$ cat src/rtl/aes_spi_master.sv
// SPI master that shifts {key, message, direction byte} into an AES accelerator,
// waits for its done flag and reads back the 128-bit translated block.
module aes_spi_master #(
  parameter int unsigned K       = 192,
  parameter int unsigned DIV     = 4,
  parameter int unsigned TIMEOUT = 4096
) (
  input  logic           clk,
  input  logic           reset,
  input  logic           start,
  input  logic [K-1:0]   key,
  input  logic [127:0]   message,
  input  logic           dir,
  output logic           sclk,
  output logic           mosi,
  output logic           ce,
  input  logic           miso,
  input  logic           done_in,
  output logic           busy,
  output logic [127:0]   result,
  output logic           result_valid,
  output logic           timeout_err
);

  localparam int unsigned N  = K + 136;
  localparam int unsigned HW = 10;
  localparam int unsigned TW = $clog2(TIMEOUT + 1);
  localparam int unsigned CW = (TW > 10) ? TW : 10;
  localparam logic [HW-1:0] LOAD_END = HW'(2 * N + 2);
  localparam logic [HW-1:0] READ_END = HW'(256);

  generate
    if (K != 128 && K != 192 && K != 256) begin : g_bad_k
      $error("aes_spi_master: K must be 128, 192 or 256");
    end
    if (DIV < 2 || DIV > 255) begin : g_bad_div
      $error("aes_spi_master: DIV must be in 2..255");
    end
  endgenerate

  typedef enum logic [2:0] {
    S_IDLE,
    S_LOAD,
    S_GAP,
    S_WAIT,
    S_READ,
    S_FIN
  } state_t;

  state_t          state;
  logic [N-1:0]    sreg;
  logic [127:0]    rsr;
  logic [7:0]      div_cnt;
  logic [HW-1:0]   hp;
  logic [HW-1:0]   hp_nxt;
  logic [CW-1:0]   cnt;
  logic [2:0]      done_sync;
  logic            phase_end;
  logic            done_rise;

  // hp counts SCLK half-phases; a half-phase ends after DIV clk cycles
  always_comb begin
    hp_nxt    = hp + HW'(1);
    phase_end = (div_cnt == 8'(DIV - 1));
    done_rise = done_sync[1] & ~done_sync[2];
  end

  always_ff @(posedge clk) begin
    if (reset) begin
      state        <= S_IDLE;
      sclk         <= 1'b0;
      mosi         <= 1'b0;
      ce           <= 1'b0;
      busy         <= 1'b0;
      result       <= '0;
      result_valid <= 1'b0;
      timeout_err  <= 1'b0;
      sreg         <= '0;
      rsr          <= '0;
      div_cnt      <= '0;
      hp           <= '0;
      cnt          <= '0;
      done_sync    <= '0;
    end else begin
      done_sync    <= {done_sync[1:0], done_in};
      result_valid <= 1'b0;
      timeout_err  <= 1'b0;
      case (state)
        S_IDLE: begin
          if (start) begin
            sreg    <= {key, message, 7'b0, dir};
            mosi    <= key[K-1];
            busy    <= 1'b1;
            div_cnt <= '0;
            hp      <= '0;
            state   <= S_LOAD;
          end
        end
        // half-phase 0: settle, 1: ce lead-in, then N x (high, low); mosi moves on falls
        S_LOAD: begin
          if (phase_end) begin
            div_cnt <= '0;
            hp      <= hp_nxt;
            if (hp_nxt == HW'(1)) begin
              ce <= 1'b1;
            end else if (hp_nxt == LOAD_END) begin
              ce    <= 1'b0;
              cnt   <= '0;
              state <= S_GAP;
            end else if (!hp_nxt[0]) begin
              sclk <= 1'b1;
            end else begin
              sclk <= 1'b0;
              sreg <= {sreg[N-2:0], 1'b0};
              mosi <= sreg[N-2];
            end
          end else begin
            div_cnt <= div_cnt + 8'd1;
          end
        end
        S_GAP: begin
          if (cnt == CW'(2 * DIV - 1)) begin
            cnt   <= '0;
            state <= S_WAIT;
          end else begin
            cnt <= cnt + CW'(1);
          end
        end
        // only a fresh synchronized rising edge of done_in counts
        S_WAIT: begin
          if (done_rise) begin
            div_cnt <= '0;
            hp      <= '0;
            state   <= S_READ;
          end else if (cnt == CW'(TIMEOUT - 1)) begin
            timeout_err <= 1'b1;
            busy        <= 1'b0;
            state       <= S_IDLE;
          end else begin
            cnt <= cnt + CW'(1);
          end
        end
        S_READ: begin
          if (phase_end) begin
            div_cnt <= '0;
            hp      <= hp_nxt;
            if (hp_nxt == READ_END) begin
              sclk  <= 1'b0;
              state <= S_FIN;
            end else if (hp_nxt[0]) begin
              sclk <= 1'b1;
              rsr  <= {rsr[126:0], miso};
            end else begin
              sclk <= 1'b0;
            end
          end else begin
            div_cnt <= div_cnt + 8'd1;
          end
        end
        S_FIN: begin
          result       <= rsr;
          result_valid <= 1'b1;
          busy         <= 1'b0;
          state        <= S_IDLE;
        end
        default: state <= S_IDLE;
      endcase
    end
  end

endmodule
$ cat config.mk
export PLATFORM = sky130hd
export DESIGN_NAME = aes_spi_master
export DESIGN_NICKNAME = d
export VERILOG_FILES = /design/src/rtl/aes_spi_master.sv
export SDC_FILE = /design/constraint.sdc
export NUM_CORES = 1
export LEC_CHECK = 0
export CAP_MARGIN = 20
export CELL_PAD_IN_SITES_DETAIL_PLACEMENT = 1
export CELL_PAD_IN_SITES_GLOBAL_PLACEMENT = 2
export CORE_UTILIZATION = 32
export DETAILED_ROUTE_END_ITERATION = 16
export PLACE_DENSITY_LB_ADDON = 0.15
export SKIP_CTS_REPAIR_TIMING = 1
export SYNTH_ARGS = -nofsm -noshare
export SYNTH_HDL_FRONTEND = slang
export SYNTH_SLANG_ARGS = --single-unit
$ cat constraint.sdc
create_clock -name clk -period 2.8 [get_ports clk]
set_clock_uncertainty 0.1 [all_clocks]
set_input_delay 0.28 -clock clk [delete_from_list [all_inputs] [get_ports clk]]
set_output_delay 0.28 -clock clk [all_outputs]
set_load 0.01 [all_outputs]
* Yosys cells after proc, flatten, opt, wreduce, memory -nomap -nowiden
Index checks and enable logic that the tools add are counted.
Word-level totals: flip-flop bits (word level) 626, bits in latches 0, RAM bits 0, ROM bits 0, input port bits 326, logic and storage cells 118, memories 0
Cells by class: add/sub/neg operators 3, multipliers 0, divide/modulo/power cells 0, magnitude comparators 0, equal/unequal tests 26, shifts and indexed selects 0, mux-type cells 53, bitwise operators 4, reduce and logical (&&, ||, !) cells 18
Operators by type and width (count):
- two-way mux 327 bit | 5
- one-hot mux 327 bit (2 select lines) | 1
- two-way mux 13 bit | 6
- one-hot mux 13 bit (3 select lines) | 1
- two-way mux 10 bit | 3
- one-hot mux 10 bit (3 select lines) | 1
- two-way mux 3 bit | 9
- != test 2 bit (second input constant) | 13
- two-way mux 8 bit | 3
- one-hot mux 8 bit (3 select lines) | 1
- two-way mux 1 bit | 19
- one-hot mux 3 bit (5 select lines) | 1
- adder 13 x 1 -> 13 bit (second input constant) | 1
- equality test 13 x 12 -> 1 bit (second input constant) | 1
- equality test 13 x 3 -> 1 bit (second input constant) | 1
- AND reduction 4 bit | 3
- AND reduction 6 bit | 2
- adder 10 x 1 -> 10 bit (second input constant) | 1
- equality test 10 x 1 -> 1 bit (second input constant) | 1
- equality test 10 bit (second input constant) | 1
- equality test 10 x 9 -> 1 bit (second input constant) | 1
- nonzero test 3 bit | 3
- adder 8 x 1 -> 8 bit (second input constant) | 1
- equality test 8 x 2 -> 1 bit (second input constant) | 1
- other kinds (16) | 24

* Logic depth before layout (Yosys ltp)
Gate-level depths: netlist of the first run.
depth in word-level cells 6, gate-level depth with buffers 10, mapped depth without buffers 7

* Worst setup path before layout of the first run
OpenSTA, ideal clock, no wires.
path kind register -> register, from register hp[0], to register sreg[325], data arrival time 2.259 ns, path slack 0.319 ns, stages on the path, launching flop included 9, buffers on the path 1, period minus slack after synthesis 2.481 ns, path through dfxtp_1 -> ha_1 -> nand4_1 -> or3_4 -> and4_1 -> and3_1 -> o21ai_2 -> clkbuf_1 -> o2bb2a_1
On the way: longest elaborated chain between the ends 4, elaborated cells on any way between the ends 7, classes of those cells add/sub (1); eq/ne (5); reduce/logical (1)
RTL lines:
- start, declared | line 54 | logic [HW-1:0] hp;
- start signal, assigned | line 103 | hp <= hp_nxt;
- start signal, assigned | line 146 | hp <= hp_nxt;
- adder 10 x 1 -> 10 bit (*) | line 63 | hp_nxt = hp + HW'(1);
- equality test 10 bit / equality test 10 x 1 -> 1 bit (equally long branches) | line 106, 104
- != test 2 bit (no line)
- AND reduction 6 bit (no line) (*)
- end signal, assigned | line 91 | sreg <= {key, message, 7'b0, dir};
- end signal, assigned | line 114 | sreg <= {sreg[N-2:0], 1'b0};
- end, declared | line 51 | logic [N-1:0] sreg;
Every way passes the cells marked *; elsewhere a longest branch is shown, timed or not. A chain may end at the register's enable or synchronous reset.

* Final worst setup path of the first run
from register hp[0], to register sreg[280]
The elaborated chain is that of the path after synthesis.

==> results_dict.tcl, run 1 <==
set metrics [dict create \
    synthAdderAreaFrac_pct 0.3082 \
    synthDistinctLibCells 67 \
    grt_util_all_layers_pct 20.47 \
    cts_buffers 73 \
    max-clock-path-buffers 3 \
    final-hold-violation-count 0 \
    core_mm2 0.07482 \
    stdcell_count 3979 \
    end_kind "register" \
    grt_pass1_vias 22230 \
    synth_cells 2599 \
    tns_ns 0 \
    finalCriticalPeriod_ns 2.685 \
    cts.sinks 626 \
    path_clk_slew_ns 0.06 \
    min_path_type "in2reg" \
    layout_commonest_cell "dfxtp_1" \
    die_height_um 277.9 \
    nets 3279 \
    gp_congestion 0.8052 \
    num_rows 100 \
    ys_warn_count 0 \
    synthMuxAreaShare_pct 0.1284 \
    cp_max_fo 26 \
    synth_seq_cells 626 \
    max_freq_ghz 0.3724 \
    synth_flop_cell "dfxtp_1" \
    detailedPlace.worstSlack_ns -0.04752 \
    worst_slack_ns 0.1150 \
    antenna_found_initial 16 \
    fp.dieW_um 277.9 \
    synth_compound_area_share_pct 31.31 \
    grt_pass1_wl_um 128000 \
    final_cell_mix "619 x dfxtp_1, 551 x nand2_1, 458 x clkdlybuf4s50_1" \
    p_per_area_mw_per_mm2 897.3 \
    synth-simple-area-share_pct 11.10 \
    area_growth_pct 35.22 \
    total_leakage_power_nw 11.30 \
    start_kind "register" \
    tightest_slew_ns 1.004 \
    critPathKind "reg2reg" \
    synth_edf_count 0 \
    drt_iter0_markers 1274 \
    max_slew_margin_pct 33.05 \
    status "complete, no violations" \
    period_share_pct 95.89 \
    die_area_mm2 0.07723 \
    ant_nets 0 \
    async_flop_share_pct 0 \
    initial_core_util_pct 32.56 \
    finalSetupViolations 0 \
    drive_gt1_share_pct 8.108 \
    drc 0 \
    finalPower_mw 29.56 \
    hpwl_um 53370 \
    dp_cells 3825 \
    grt_max_degree 182 \
    ir_drop_v 0.0004354 \
    worstSkewPairLatency_ns 0.60 \
    fin_hold_ws_ns 0.1510 \
    syn_area_mm2 0.02436 \
    synthesis.nets 2931 \
    vias_per_cell 5.535 \
    h-tree-depth 3 \
    maxSlewViolCount 0 \
    num_vias 22020 \
    port_buffers 459 \
    root_buffer "clkbuf_16" \
    postRouteWirelength_um 84740 \
    required_ns 3.21 \
    synth-xor-area-share_pct 0.3595 \
    drtPass1Iterations 7 \
    synth_area_per_cell_um2 9.373 \
    worst_ep_arrival_time_ns 3.09 \
    yosysSeqAreaShare_pct 51.45 \
    synth_top_family_by_area "compound AO/OA/AOI/OAI gates" \
    maxCapViolCount 0 \
    ioPinCount 460 \
    cts_tree "yes" \
    wl_per_cell_um 21.30 \
    overflow 0 \
]
-- synthesized netlist by cell type (9+ instances only) --
| library cell | instances | area share [%] |
|---|---|---|
| dfxtp_1 | 626 | 51 |
| nand2_1 | 553 | 8.5 |
| o221ai_1 | 320 | 12 |
| a2bb2oi_1 | 319 | 11 |
| a21oi_1 | 282 | 5.8 |
| clkbuf_1 | 141 | 2.2 |
| buf_2 | 125 | 2.6 |
| nor2_1 | 22 | 0.34 |
| o21ai_0 | 17 | 0.35 |
| nand3_1 | 15 | 0.31 |
| nor3_1 | 13 | 0.27 |
| and3_1 | 12 | 0.31 |
| buf_4 | 11 | 0.34 |
| a311oi_1 | 9 | 0.32 |
-- metrics by stage --
stage / utilization (%) / instance area (um2)
3_3_place_gp: 40.19 / 30070
5_1_grt: 44.02 / 32940
6_report: 44.02 / 32940
4_1_cts: 43.39 / 32460
2_1_floorplan: - / 24360
3_5_place_dp: 40.19 / 30070
-- critical path, stage by stage, from the launching register on --
cell and delay, ns:
dfxtp_2 0.36, ha_4 0.17, nand4_1 0.17, or3_4 0.38, and4_1 0.24, a31oi_2 0.20, a21boi_4 0.27, buf_12 0.13
clkbuf_16 0.18, clkbuf_16 0.22, a2bb2oi_1 0.17
-- flip-flops by register name (all words and copies together) (netlist names) --
register,count
sreg,327
result,128
rsr,128
cnt,13
hp,10
div_cnt,8
done_sync,3
state,3
busy,1
ce,1
mosi,1
result_valid,1
sclk,1
timeout_err,1
-- area by class of cell --
class | count | area [um2]
Clock buffer | 104 | 2137
Fill cell | 8263 | 41880
Sequential cell | 626 | 12540
Antenna cell | 13 | 32.53
Multi-Input combinational cell | 1680 | 10680
Inverter | 10 | 45.04
Timing Repair Buffer | 556 | 6038
Tap cell | 969 | 1212
Clock inverter | 21 | 252.7
-- power breakdown --
group	switching, mW	internal (mW)	leakage, nW
Clock	3.82	5.76	1.17
Combinational	3.33	4.19	4.99
Sequential	1.29	11.2	5.14
Total	8.44	21.1	11.3
-- worst paths after layout --
path	startpoint	endpoint	slack, ns	cells past startpoint
setup / recovery	hp[0]$_SDFFE_PP0P_	sreg[280]$_SDFFE_PP0P_	0.12	10
hold / removal	miso	rsr[0]$_SDFFE_PP0P_	0.15	3
setup reg to reg	hp[0]$_SDFFE_PP0P_	sreg[280]$_SDFFE_PP0P_	0.12	10
hold reg to reg	done_sync[0]$_SDFF_PP0_	done_sync[1]$_SDFF_PP0_	0.34	1
-- cells by family after synthesis --
kind of cell / Yosys count
adders and majority gates: 6
and+or+nand+nor: 658
buffers and inverters: 294
muxes: 3
xor gates and xnor gates: 10
DFF: 626
AOI/OAI and AO/OA: 1002
-- metal layers --
metal  share of wire (%)  global-route usage (%)
met4                 2.3                   6.856
met1                  45                   27.29
met2                  48                   33.28
met3                 4.4                   3.630
met5               0.038                       0
Note: power is estimated with default switching activity, not from simulation.
==> run 2, diff against run 1 <==
- RECOVER_POWER: unset -> 25
- TNS_END_PERCENT: unset -> 30
==> run 2 against run 1 <==
Compared with the run above:
- the flow now finishes with violations (max-capacitance violations, max-slew violations)
- worst hold slack better by 0.0059 ns
- register-to-register slack is essentially flat
- largest cell class unchanged
- fmax down 0.14%
- sequential cell count unchanged
- highest routed layer unchanged
- total power about the same
- setup slack lost 0.0038 ns
- first-iteration DRC count down 3.0%
- count of clock-buffer cells in the layout did not move
- final cell count stayed put
- clock power is essentially flat
==> results_dict.tcl, run 2 (synthesis results as in run 1) <==
set metrics [dict create \
    maxCapViolCount 1 \
    initial_core_util_pct 32.56 \
    port_buffers 459 \
    maxSlewViolCount 91 \
    p_per_area_mw_per_mm2 898.0 \
    final-hold-violation-count 0 \
    r2r_cells 10 \
    status "finished with violations" \
    worstSkewPairLatency_ns 0.60 \
    max-clock-path-buffers 3 \
    ir_drop_v 0.0004363 \
    vias_per_cell 5.527 \
    fp.dieW_um 277.9 \
    min_path_type "in2reg" \
    num_vias 21990 \
    wl_met2_um 40440 \
    end_kind "register" \
    die_area_mm2 0.07723 \
    finalPower_mw 29.55 \
    total_leakage_power_nw 11.76 \
    wl_met3_um 3852 \
    overflow 0 \
    layout_commonest_cell "dfxtp_1" \
    violations "max-capacitance violations, max-slew violations" \
    grt_pass1_vias 22230 \
    ioPinCount 460 \
    drc 0 \
    wl_met1_um 38450 \
    grt_pass1_wl_um 128000 \
    path_clk_slew_ns 0.06 \
    critPathKind "reg2reg" \
    nets 3279 \
    stdcell_count 3979 \
    root_buffer "clkbuf_16" \
    finalSetupViolations 0 \
    cts_buffers 73 \
    tns_ns 0 \
    drive_gt1_share_pct 8.041 \
    largest_reg_flops 327 \
    cp_max_fo 26 \
    period_share_pct 96.03 \
    cts.sinks 626 \
    drtPass1Iterations 5 \
    grt_util_all_layers_pct 20.47 \
    num_rows 100 \
    area_growth_pct 35.08 \
    cts_tree "yes" \
    ant_nets 0 \
    max_slew_margin_pct -25.28 \
    max_freq_ghz 0.3719 \
    start_kind "register" \
    r2r_setup_slack_ns 0.11 \
    r2r-start "hp[0]$_SDFFE_PP0P_" \
    hpwl_um 53370 \
    r2r_end "sreg[280]$_SDFFE_PP0P_" \
    die_height_um 277.9 \
    final_cell_mix "619 x dfxtp_1, 551 x nand2_1, 324 x clkdlybuf4s50_1" \
    dp_cells 3825 \
    reg_top3 "sreg x327, result x128, rsr x128" \
    required_ns 3.21 \
    wl_per_cell_um 21.29 \
    regMostFlops "sreg" \
    highest_layer "met5" \
    grt_max_degree 182 \
    h-tree-depth 3 \
    critPathCapture "sreg[280]$_SDFFE_PP0P_" \
    hold_depth 3 \
    critPathLaunch "hp[0]$_SDFFE_PP0P_" \
    tightest_slew_ns 1.879 \
    postRouteWirelength_um 84700 \
    detailedPlace.worstSlack_ns -0.04752 \
    worst_ep_arrival_time_ns 3.10 \
    worst_slack_ns 0.1112 \
    finalCriticalPeriod_ns 2.689 \
    gp_congestion 0.8052 \
    drt_iter0_markers 1236 \
    antenna_found_initial 16 \
    core_mm2 0.07482 \
]
run 2: cell count changes in the layout (fill, tap and decap cells not counted), moves of 2 or more:
cell,before,now
dlygate4sd3_1,1,135
buf_12,33,31
clkdlybuf4s50_1,458,324
buf_4,45,43
run 2: worst min-delay path by stage:
stage	from	end	slack, ns
final	miso	rsr[0]$_SDFFE_PP0P_	0.16
after global routing	done_in	done_sync[0]$_SDFF_PP0_	0.15
after CTS	reset	hp[8]$_SDFFE_PP0P_	-0.12
after detailed placement	done_sync[0]$_SDFF_PP0_	done_sync[1]$_SDFF_PP0_	0.33
after global placement	done_sync[0]$_SDFF_PP0_	done_sync[1]$_SDFF_PP0_	0.34
after floorplan	done_in	done_sync[0]$_SDFF_PP0_	0.31
run 2: area by class of cell:
class                      instances  area [um2]
multi-input combinational       1680       10670
inverter                          10       45.04
clock inverter                    21       252.7
tap                              969        1212
sequential                       626       12540
fill                            8265       41920
clock buffer                     104        2137
antenna                           13       32.53
timing repair buffer             556        6011
run 2: where the power goes:
part | internal [mW] | switching [mW] | total, mW
Sequential | 11.2 | 1.29 | 12.5
Combinational | 4.18 | 3.32 | 7.50
Clock | 5.76 | 3.83 | 9.59
run 2: through the flow:
stage | util [%] | hold slack [ns] | area [um2]
after detailed placement | 40.19 | 0.3342 | 30070
final | 43.98 | 0.1569 | 32900
after CTS | 43.39 | -0.1208 | 32460
after global placement | 40.19 | 0.3352 | 30070
after global routing | 43.97 | 0.1497 | 32900
after floorplan | - | 0.3082 | 24360
run 2: per-layer routing:
metal	GRT usage, %	vias up
met5	0	-
li1	-	10520
met3	3.630	120
met4	6.856	6
met1	27.29	10880
met2	33.28	473
run 2: critical path, stage by stage (launching register included):
cell and delay, ns:
dfxtp_2 0.36, ha_4 0.17, nand4_1 0.17, or3_4 0.38, and4_1 0.24, a31oi_2 0.20
a21boi_4 0.27, buf_12 0.13, clkbuf_16 0.18, clkbuf_16 0.22, a2bb2oi_1 0.17
